## config.mk

```make
export PLATFORM = sky130hd
export DESIGN_NAME = operand_fetch_stage
export DESIGN_NICKNAME = d
export VERILOG_FILES = /design/src/rtl/operand_fetch_stage.sv
export SDC_FILE = /design/constraint.sdc
export NUM_CORES = 1
export LEC_CHECK = 0
export BUFFER_PORTS_ARGS = -buffer_cell sky130_fd_sc_hd__buf_4
export CAP_MARGIN = 20
export CORE_AREA = 8 8 75 77
export DETAILED_ROUTE_END_ITERATION = 8
export DIE_AREA = 0 0 83 85
export PLACE_DENSITY = 0.79
export SLEW_MARGIN = 20
export SYNTH_ARGS = -nofsm -noshare
export SYNTH_HDL_FRONTEND = slang
export SYNTH_SLANG_ARGS = --single-unit
```

## constraint.sdc

```tcl
create_clock -name clk -period 2.2 [get_ports clk]
set_input_delay 0.11 -clock clk [delete_from_list [all_inputs] [get_ports clk]]
set_output_delay 0.11 -clock clk [all_outputs]
set_load 0.01 [all_outputs]
```

## src/rtl/operand_fetch_stage.sv

```systemverilog
// Operand fetch stage: drives register file read addresses, resolves RAW
// hazards by forwarding from EX and WB, stalls on load-use, and presents
// registered operands to execute.
//
// Handshake: a transfer happens on a rising edge where valid & ready are both
// high. On the input side the decoder must keep its instruction stable while
// in_ready is low. On the output side out_* stay stable while out_valid is
// high and out_ready is low. A flush in the same cycle as an input transfer
// discards that instruction; the decoder still sees it as consumed.
module operand_fetch_stage #(
  parameter int NUM_DOMAINS = 1,
  localparam int W = NUM_DOMAINS * 8
) (
  input  logic         clk,
  input  logic         reset,
  input  logic         in_valid,
  output logic         in_ready,
  input  logic [4:0]   in_opcode,
  input  logic [2:0]   in_rs1,
  input  logic [2:0]   in_rs2,
  input  logic [2:0]   in_rd,
  input  logic [W-1:0] in_imm,
  input  logic         in_use_imm,
  output logic [2:0]   rf_rd_addr1,
  output logic [2:0]   rf_rd_addr2,
  input  logic [W-1:0] rf_rd_data1,
  input  logic [W-1:0] rf_rd_data2,
  input  logic         ex_fwd_en,
  input  logic [2:0]   ex_fwd_addr,
  input  logic [W-1:0] ex_fwd_data,
  input  logic         ex_is_load,
  input  logic         wb_wr_en,
  input  logic [2:0]   wb_wr_addr,
  input  logic [W-1:0] wb_wr_data,
  input  logic         flush,
  output logic         out_valid,
  input  logic         out_ready,
  output logic [4:0]   out_opcode,
  output logic [2:0]   out_rd,
  output logic [W-1:0] out_op_a,
  output logic [W-1:0] out_op_b,
  output logic         hazard_stall,
  output logic [7:0]   stall_count
);

  logic         r_out_valid;
  logic [4:0]   r_out_opcode;
  logic [2:0]   r_out_rd;
  logic [W-1:0] r_out_op_a;
  logic [W-1:0] r_out_op_b;
  logic [7:0]   r_stall_count;

  logic         w_ex_hit_a;
  logic         w_ex_hit_b;
  logic         w_wb_hit_a;
  logic         w_wb_hit_b;
  logic [W-1:0] w_op_a;
  logic [W-1:0] w_op_b;
  logic         w_hazard;
  logic         w_in_ready;
  logic         w_capture;

  // Register file is read in the capture cycle, straight from the decoder.
  assign rf_rd_addr1 = in_rs1;
  assign rf_rd_addr2 = in_rs2;

  // EX forwarding is only usable when the EX result is not a pending load.
  assign w_ex_hit_a = ex_fwd_en & (ex_fwd_addr == in_rs1) & ~ex_is_load;
  assign w_ex_hit_b = ex_fwd_en & (ex_fwd_addr == in_rs2) & ~ex_is_load;
  // WB bypass covers the write that the register file only commits at the edge.
  assign w_wb_hit_a = wb_wr_en & (wb_wr_addr == in_rs1);
  assign w_wb_hit_b = wb_wr_en & (wb_wr_addr == in_rs2);

  // Operand selection: EX beats WB beats the register file; immediate wins for B.
  always_comb begin
    w_op_a = rf_rd_data1;
    if (w_ex_hit_a)      w_op_a = ex_fwd_data;
    else if (w_wb_hit_a) w_op_a = wb_wr_data;

    w_op_b = rf_rd_data2;
    if (in_use_imm)      w_op_b = in_imm;
    else if (w_ex_hit_b) w_op_b = ex_fwd_data;
    else if (w_wb_hit_b) w_op_b = wb_wr_data;
  end

  // A load in EX whose destination feeds this instruction cannot be forwarded yet.
  assign w_hazard = in_valid & ex_fwd_en & ex_is_load &
                    ((ex_fwd_addr == in_rs1) | (~in_use_imm & (ex_fwd_addr == in_rs2)));

  assign w_in_ready = (~r_out_valid | out_ready) & ~w_hazard & ~reset;
  assign w_capture  = in_valid & w_in_ready & ~flush;

  // Output register: flush beats capture, capture beats drain, otherwise hold.
  always_ff @(posedge clk) begin
    if (reset) begin
      r_out_valid   <= 1'b0;
      r_out_opcode  <= '0;
      r_out_rd      <= '0;
      r_out_op_a    <= '0;
      r_out_op_b    <= '0;
      r_stall_count <= '0;
    end else begin
      if (w_hazard && (r_stall_count != 8'hFF)) begin
        r_stall_count <= r_stall_count + 8'd1;
      end
      if (flush) begin
        r_out_valid <= 1'b0;
      end else if (w_capture) begin
        r_out_valid  <= 1'b1;
        r_out_opcode <= in_opcode;
        r_out_rd     <= in_rd;
        r_out_op_a   <= w_op_a;
        r_out_op_b   <= w_op_b;
      end else if (r_out_valid && out_ready) begin
        r_out_valid <= 1'b0;
      end
    end
  end

  assign in_ready     = w_in_ready;
  assign hazard_stall = w_hazard;
  assign out_valid    = r_out_valid;
  assign out_opcode   = r_out_opcode;
  assign out_rd       = r_out_rd;
  assign out_op_a     = r_out_op_a;
  assign out_op_b     = r_out_op_b;
  assign stall_count  = r_stall_count;

endmodule
```

==> impl_results.md <==
- Status: completed
- Worst vdd ir: slightly above 0.4 mV
- Total track usage: 17.1%
- Post-synthesis mux area share: 14.2%
- Critical path data arrival time: approximately 1.9 ns
- Initial core utilization: a little over two fifths
- H-tree Lvls: 2
- Vias in the first global route: 2,037
- Detailed Place HPWL: between 4000 and 5000 um
- XOR/XNOR share of the synthesized area: 5.96%
- Most frequent cells in the layout: 115 x buf_4, 33 x dfxtp_1, 28 x nor2_1
- Worst Skew: between 0.003 and 0.004 ns
- RD Place Congestion: 0.822
- Grt ovf: 0
- CP Launch Type: flop
- Area Overhead vs Synth: 50.3%
- Die area: 7060 um2
- LEAKAGE: 1.21 nW
- Die Ht: between 80 and 90 um
- Final period util: 77.4%
- Area of the multi-input gates: 1160 um2
- Clock root cell: clkbuf_8
- Share of cells above drive strength 1: between 40% and 50%
- Largest family of logic cells by synthesized area: simple AND/OR/NAND/NOR gates
- Fin nets: 404
- Filler instances: 406
- Post-synth top flop: dfxtp_1
- Power Dens Cells: 492 nW/um2
- Synthesized instance count: 229
- Grt met2 use: between 20 and 30%
- Relative slew slack: between 30% and 40%
- IO Port Bufs: roughly 110
- CP Launch Point: stall_count[0]
- Placed insts: 381
- Clock tree from TritonCTS: built
- First-pass GRT wire length: 10,100 um
- Max_cap viols: 0
- Top Ports: 110
- PostCTS Resize Cnt: 0
- Reg2reg start: stall_count[0]
- # DRC: 0
- Crit path max fanout: 6
- Yosys warning total: 0
- Clock Path Buffers: 2
- Largest net degree at the start of global routing: between 40 and 50
- WP data required: 2.41 ns
- Max-slew violation count: 0
- Avg Inst Size Synth: 8.34 um2
- Synthesized flop and latch total: 33
- Total Neg Setup Slack: 0 ns
- Netlist cell types: 33
- Antenna Nets Post-Route: 0
- Syn nets: 299
- Fmax: about 590 MHz
- RSZ-0062 raised after global routing: false
- CTS Hold Buffers Added: 0
- Finished Layout Cells: 389
- DRT iter0 DRCs: 115
- Final wirelength: 6410 um
- Tmin final: 1.70 ns
- Met1 GRT Util: just under 20%
- Most common cell after layout, fill and taps aside: buf_4
- Die width: 83 um
- Setup crit end kind: flop
- Placeable Area: 4540 um2
- Worst slew pin tran: 0.968 ns
- Synth Area in Adders: 0.655%
- # rows: 25
- Num Clock Sinks: 33
- Vias post-DR: between 2,000 and 2,500
- Hold Crit Start: in_rd[1]
- Final hold vios: 0
- Kind of critical path: flop to flop
- GRT busiest layer: met2
- Wire per inst: 16.5 um
- Sequential cell area: ~660 um2
- Post-Syn Area: between 1500 and 2000 um2
- Worst-Skew Late Latency: 0.28 ns
- FFs w/ async S/R, synth: 0%
- CTS buffer count: 5
- Antenna cells: 0
- Post-synth EDFFs: 0
- Detailed Routing Iterations Pass 1: 4
- Post-CTS Setup Bufs: 0
- Post-Synth Simple-Gate Area: 20.2%
- Final setup fails: 0
- CTS clk-pin slew, worst paths: 0.07 ns
- Initial antenna violation count: 0
- Hold WC Path Type: primary input to flop
- Seq/Total Area, Yosys: 34.6%
- Synth Area in Compound Gates: between 10% and 20%
- Vias/cell: 5.27
- Met3 Track Usage GR: 6.61%
path summary, 6_finish.rpt:
kind                          to  slack [ns]  cells past startpoint
setup / recovery  stall_count[4]        0.50                      6
hold / removal         out_rd[1]        0.06                      3
setup reg to reg  stall_count[4]        0.50                      6
hold reg to reg      out_op_a[2]        0.47                      2
cells in the mapped netlist (2+ instances only):
cell type,count,area (um2)
mux2_2,16,180
nor4_1,2,12.5
nand4_1,2,12.5
dfxtp_1,33,661
nand2b_1,11,68.8
nand2_1,20,75.1
buf_4,6,45.0
nor2_1,28,105
or3_1,5,31.3
xnor2_1,6,52.6
a21oi_1,22,110
o21ai_0,12,60.1
o211ai_1,9,67.6
clkbuf_1,8,30.0
nand3_1,3,15.0
buf_2,4,20.0
a211oi_1,2,15.0
mux2i_1,9,90.1
inv_1,2,7.51
xor2_1,7,61.3
nor3_1,3,15.0
a311oi_1,8,70.1
final cells by class:
class	count	share of cell area, %
clock buffers	5	2.40
repair buffers	116	30.8
multi-input cells	176	40.6
clock inverters	3	0.610
inverters	2	0.262
well taps	54	2.35
flip-flops and latches	33	23.0
logic make-up after synthesis:
logic type / Yosys count
AOI/OAI and AO/OA: 58
xor gates and xnor gates: 13
adders and majority gates: 1
buffers and inverters: 20
DFF: 33
muxes: 25
and+or+nand+nor: 79
routing by layer:
layer  vias to the layer above  share of wire (%)
met3                         6                7.9
met1                       937                 42
li1                       1025                  -
met2                        83                 49
met4                         0                1.4
met5                         -                  0
worst max-delay path: stages, from the launching register on:
cell and delay, ns:
dfxtp_1 0.38, ha_1 0.21, nand2_1 0.08, or3_1 0.37, o211ai_1 0.26, o21ai_0 0.20, a21oi_1 0.15
power breakdown:
group	switching (mW)	internal (mW)	total, mW
registers	0.0108	0.617	0.628
clock network	0.231	0.218	0.449
logic	0.152	0.182	0.335
total	0.394	1.02	1.41
stage by stage:
step                      power [mW]  utilization (%)  cell area, um2  setup slack [ns]  hold WS (ns)
after detailed placement       0.978             61.4            2780             0.314         0.352
after global routing            1.48             63.3            2870             0.334        0.0549
after CTS                       1.43             63.3            2870             0.483        0.0537
final                           1.41             63.3            2870             0.497        0.0606
after floorplan                0.797                -            1910             0.591         0.257
after global placement         0.971             61.4            2780             0.387         0.341
flip-flops by register name, summed over array words and instances (netlist names):
register	count
out_op_a	8
out_op_b	8
stall_count	8
out_opcode	5
out_rd	3
out_valid	1
Note: power is estimated with default switching activity, not from simulation.
